File: src/rtl/key_step_pulse.sv
`default_nettype none
// ============================================================================
//  Module   : key_step_pulse
//  Purpose  : Debounces one raw push-button and produces single-cycle step
//             pulses for the add_flag input of the 7-segment display stage.
//             Each accepted press gives one pulse. While the key is held,
//             pulses auto-repeat: the first repeat comes REPEAT_DELAY cycles
//             after the press pulse, then one every REPEAT_RATE cycles.
//  Ports    : clk           - system clock, sole clock domain
//             rst           - synchronous active-high reset
//             key_in        - raw, asynchronous, bouncing key pin
//             step_flag     - one-cycle pulse per accepted press / repeat
//             key_level     - debounced key level, 1 = pressed
//             repeat_active - high while the key is in auto-repeat
//  Revision : 1.0 - initial release
// ============================================================================
module key_step_pulse #(
   parameter int               CNT_W        = 25,
   parameter logic [CNT_W-1:0] DEBOUNCE_CNT = 25'd1_000_000,
   parameter logic [CNT_W-1:0] REPEAT_DELAY = 25'd25_000_000,
   parameter logic [CNT_W-1:0] REPEAT_RATE  = 25'd5_000_000,
   parameter logic             REPEAT_EN    = 1'b1,
   parameter logic             KEY_ACTIVE   = 1'b0
) (
   input  logic clk,
   input  logic rst,
   input  logic key_in,
   output logic step_flag,
   output logic key_level,
   output logic repeat_active
);

   // Terminal counts: a phase lasting N cycles ends when the counter reads N-1.
   localparam logic [CNT_W-1:0] c_DB_LAST  = CNT_W'(DEBOUNCE_CNT - 1);
   localparam logic [CNT_W-1:0] c_RD_LAST  = CNT_W'(REPEAT_DELAY - 1);
   localparam logic [CNT_W-1:0] c_RR_LAST  = CNT_W'(REPEAT_RATE - 1);
   localparam logic [CNT_W-1:0] c_CNT_MAX  = '1;

   typedef enum logic [2:0] {
      ST_IDLE     = 3'd0,
      ST_PRESS_DB = 3'd1,
      ST_HELD     = 3'd2,
      ST_REPEAT   = 3'd3,
      ST_REL_DB   = 3'd4
   } state_t;

   state_t           r_state;
   state_t           w_state_nxt;
   logic [CNT_W-1:0] r_cnt;
   logic [CNT_W-1:0] w_cnt_nxt;
   logic             r_step;
   logic             w_step_nxt;
   logic             r_level;
   logic             w_level_nxt;
   logic             r_rep;
   logic             w_rep_nxt;
   logic             r_sync1;
   logic             r_sync2;
   logic             w_pressed;

   // Two-flop synchroniser; reset loads the "released" level so a key held
   // through reset is seen as a fresh press.
   always_ff @(posedge clk) begin
      if (rst) begin
         r_sync1 <= ~KEY_ACTIVE;
         r_sync2 <= ~KEY_ACTIVE;
      end else begin
         r_sync1 <= key_in;
         r_sync2 <= r_sync1;
      end
   end

   assign w_pressed = (r_sync2 == KEY_ACTIVE);

   always_ff @(posedge clk) begin
      if (rst) begin
         r_state <= ST_IDLE;
         r_cnt   <= '0;
         r_step  <= 1'b0;
         r_level <= 1'b0;
         r_rep   <= 1'b0;
      end else begin
         r_state <= w_state_nxt;
         r_cnt   <= w_cnt_nxt;
         r_step  <= w_step_nxt;
         r_level <= w_level_nxt;
         r_rep   <= w_rep_nxt;
      end
   end

   // Every state change clears the counter; within a state it counts up to
   // its terminal value, so it can never wrap.
   always_comb begin
      w_state_nxt = r_state;
      w_cnt_nxt   = r_cnt;
      w_step_nxt  = 1'b0;

      case (r_state)
         ST_IDLE: begin
            w_cnt_nxt = '0;
            if (w_pressed) begin
               w_state_nxt = ST_PRESS_DB;
            end
         end

         ST_PRESS_DB: begin
            if (!w_pressed) begin
               w_state_nxt = ST_IDLE;
               w_cnt_nxt   = '0;
            end else if (r_cnt == c_DB_LAST) begin
               w_state_nxt = ST_HELD;
               w_cnt_nxt   = '0;
               w_step_nxt  = 1'b1;
            end else begin
               w_cnt_nxt = r_cnt + 1'b1;
            end
         end

         ST_HELD: begin
            // Release is checked first so it wins over a coincident repeat.
            if (!w_pressed) begin
               w_state_nxt = ST_REL_DB;
               w_cnt_nxt   = '0;
            end else if (REPEAT_EN && (r_cnt == c_RD_LAST)) begin
               w_state_nxt = ST_REPEAT;
               w_cnt_nxt   = '0;
               w_step_nxt  = 1'b1;
            end else if (r_cnt != c_CNT_MAX) begin
               // Saturates when repeat is disabled and the key is held forever.
               w_cnt_nxt = r_cnt + 1'b1;
            end
         end

         ST_REPEAT: begin
            if (!w_pressed) begin
               w_state_nxt = ST_REL_DB;
               w_cnt_nxt   = '0;
            end else if (r_cnt == c_RR_LAST) begin
               w_cnt_nxt  = '0;
               w_step_nxt = 1'b1;
            end else begin
               w_cnt_nxt = r_cnt + 1'b1;
            end
         end

         ST_REL_DB: begin
            // A re-press here only restarts the release window; the earlier
            // repeat timing is dropped and no pulse is produced.
            if (w_pressed) begin
               w_cnt_nxt = '0;
            end else if (r_cnt == c_DB_LAST) begin
               w_state_nxt = ST_IDLE;
               w_cnt_nxt   = '0;
            end else begin
               w_cnt_nxt = r_cnt + 1'b1;
            end
         end

         default: begin
            w_state_nxt = ST_IDLE;
            w_cnt_nxt   = '0;
         end
      endcase

      // Level outputs follow the state being entered, so they are registered
      // alongside it.
      w_level_nxt = (w_state_nxt == ST_HELD) || (w_state_nxt == ST_REPEAT) ||
                    (w_state_nxt == ST_REL_DB);
      w_rep_nxt   = (w_state_nxt == ST_REPEAT);
   end

   assign step_flag     = r_step;
   assign key_level     = r_level;
   assign repeat_active = r_rep;

endmodule
`default_nettype wire

File: config.mk
export PLATFORM = sky130hd
export DESIGN_NAME = key_step_pulse
export DESIGN_NICKNAME = d
export VERILOG_FILES = /design/src/rtl/key_step_pulse.sv
export SDC_FILE = /design/constraint.sdc
export NUM_CORES = 1
export LEC_CHECK = 0
export ABC_AREA = 1
export CAP_MARGIN = 20
export CORE_MARGIN = 8
export CORE_UTILIZATION = 40
export DETAILED_ROUTE_END_ITERATION = 10
export PLACE_DENSITY = 0.57
export SLEW_MARGIN = 40
export SYNTH_ARGS = -nofsm -noshare
export SYNTH_HDL_FRONTEND = slang
export SYNTH_SLANG_ARGS = --single-unit
File: constraint.sdc
create_clock -name clk -period 2 [get_ports clk]
set_clock_uncertainty 0.2 [all_clocks]
set_input_delay 0.4 -clock clk [delete_from_list [all_inputs] [get_ports clk]]
set_output_delay 0.4 -clock clk [all_outputs]
set_load 0.05 [all_outputs]
==> key figures <==
CTS
  • Cts bufs inserted: 5
  • Clock slew at reported path FFs: 0.07 ns
  • CTS tree: done
  • H-tree levels: 2
  • Root Buffer: clkbuf_8
  • Clock buffer depth: 2
  • CTS Sinks: 33
  • Worst-Skew Late Latency: 0.29 ns
  • Hold buffers post-CTS: 0

Global route
  • First-pass GRT wire length: 13.9 mm
  • GR peak layer: met2
  • GRT Util Overall: just over 20%
  • Met2 usage: between 30% and 40%
  • Initial antenna violation count: 0
  • Vias in the first global route: around 2,900
  • Met3 usage: under 10%
  • Grt ovf: 0
  • M1 GR Usage: about a quarter
  • Largest net degree at the start of global routing: 13

Die
  • Cell row count: 27
  • DIE AREA: 8430 um^2
  • I/O pin cnt: 6
  • Core Region: 5540 um^2
  • Die X: approximately 90 um
  • Die height: around 92 um
  • Initial Util: 41.5%

Hold path
  • Hold Crit Class: reg2reg
  • Hold Path Stages: 1

Yosys
  • Top cells by count, synth: nand2_1, nor2_1, inv_1
  • Ys async rst share: 0%
  • Top-area cell type share of the netlist area: between 20% and 30%
  • Cell variety after synth: 33
  • Synth area leader: dfxtp_1
  • Syn Std Cell Area: between 2000 and 2500 um^2
  • Seq cells post-synth: 33
  • Most instantiated library cell after synthesis: nand2_1
  • Post-synth EDFFs: 0
  • Synth Instances: 400
  • Syn_nets: 404
  • Post-synthesis sequential area ratio: 28.7%
  • Synth warn: 0
  • Synth Flop Type: dfxtp_1
  • Synth area leaders: dfxtp_1, nand2_1, nor2_1
  • Syn Area/Cell: between 5 and 6 um^2

Placed design
  • Hpwl dp: 6.09 mm
  • Post-DP Area: a little under 3000 um^2
  • Place WS: -0.252 ns
  • Routability cong.: between 0.9 and 1
  • Port Buffer Count: 5

Critical path
  • CP Launch Type: register
  • Crit. End Element: register
  • Crit path cell chain: ha_4 > nand2_4 > nor2_4 > nand2_2 > nor2_4 > nand3_4 > nor3_4 > nand3_4 > buf_6 > a21oi_2 > nor2_1
  • Slowest cell on crit path: dfxtp_2
  • Max incr delay on CP: ~0.36 ns
  • Critical path arrival: 2.06 ns
  • Critical path type: reg2reg
  • Crit Path Max Fanout: 8
  • Critical Path RT: a little under 2 ns
  • Worst reg-to-reg path cell count: 11

Routing
  • Routed vias/inst: 5.15
  • Routed Antenna Nets: 0
  • DRC: 0
  • DR pass1 iterations: 5
  • Wirelength per Cell: 15.2 um
  • DRT iter0 DRCs: ~310
  • WL final: ~8.6 mm
  • Routed vias: approximately 2,900

Timing
  • Hold Slack: between 0.2 and 0.25 ns
  • Setup TNS: -0.828 ns
  • Unrepaired setup endpoints after global routing: true
  • Final hold vios: 0
  • Setup WS post-layout: -0.0719 ns
  • Final Max Tran Viols: 0
  • Tcrit/Tclk final: 104%
  • Post-layout minimum cycle time: 2.07 ns
  • Worst-Margin Slew: 0.496 ns
  • Worst rel slew slack: between 60% and 70%
  • Final setup vio count: 20
  • F_max: roughly 480 MHz

Pwr
  • Leakage: about 1.5 nW
  • Total power: 1.22 mW
  • P per Cell Area: roughly 350 nW/um^2
  • Peak supply drop: between 0.0002 and 0.00025 V

Finish
  • Final instance area: between 3000 and 4000 um^2
  • Ant. Diodes: 0
  • NumNets Final: 499
  • Layout cell share with drive strength beyond 1: between 30 and 40%
  • Layout overhead on the synthesized area: 50.1%

Status
  • Violated checks: negative setup slack
  • Status: finished, violations left

Job
  • Max-cap viol count: 0
[final timing paths]
path	startpoint	end	slack, ns
worst min register to register	r_sync1	r_sync2	0.22
worst max-delay path	r_cnt[0]	r_cnt[18]	-0.07
worst min-delay path	r_sync1	r_sync2	0.22
worst max register to register	r_cnt[0]	r_cnt[18]	-0.07
[sequential cells by signal, summed over array words and instances, names as in the netlist]
signal,cells
r_cnt,25
r_state,3
key_level,1
r_sync1,1
r_sync2,1
repeat_active,1
step_flag,1
[layer usage]
metal / routed length [um] / vias to the layer above
met5: 0 / -
met1: 3770 / 1312
met3: 656 / 27
met2: 3900 / 136
li1: - / 1443
met4: 274 / 0
[worst max-delay path, delay by kind of cell, from the launching register on]
kind / cells / cell delay [ns]
DFF: 1 / 0.36
adders and majority gates: 1 / 0.15
and+or+nand+nor: 8 / 0.96
buffers and inverters: 1 / 0.19
AOI/OAI and AO/OA: 1 / 0.11
[metrics by stage]
stage | cells | util (%)
floorplan | 400 | -
global route | 567 | 62.3
detailed placement | 544 | 53.4
global placement | 544 | 53.4
CTS | 565 | 59.3
finish | 567 | 62.3
[what timing repair did]
item	CTS	global route
cloned	1	1
pin swaps	11	23
setup buffers	13	5
setup endpoints to repair	23	29
resized for setup	39	50
[power by group]
| part | total, mW | internal, mW | switching [mW] |
|---|---|---|---|
| Sequential | 0.661 | 0.659 | 0.00189 |
| Combinational | 0.0360 | 0.0141 | 0.0220 |
| Clock | 0.521 | 0.273 | 0.248 |
[layout by cell type (no fill, tap or decap), drive strengths merged]
master,netlist,final
buf,4,90
or2,4,4
nor3,17,17
nand4,12,12
clkbuf,2,7
nand3,32,33
and3,1,1
o211ai,1,1
clkdlybuf4s50,0,2
xnor2,1,1
clkinv,1,1
ha,1,1
nand2,103,103
nand3b,2,2
inv,65,65
o311ai,1,1
a21oi,14,14
nor4,1,1
nor2,88,89
dfxtp,33,33
and2,1,1
o21ai,14,14
xor2,2,2
[final cells by class]
cell class                      instances  area (um^2)
Timing Repair Buffer                   92          722
Multi-Input combinational cell        297         1630
Sequential cell                        33          673
Fill cell                             541         2090
Inverter                               66          250
Clock buffer                            7         86.3
Tap cell                               72         90.1
[logic make-up after synthesis]
group                      share of synthesized area [%]
and+or+nand+nor                                     50.2
buffers and inverters                               12.4
DFF                                                 28.7
AOI/OAI and AO/OA                                   6.97
xor gates and xnor gates                            1.14
adders and majority gates                          0.544
No activity file was read; power rests on OpenSTA's default activity.
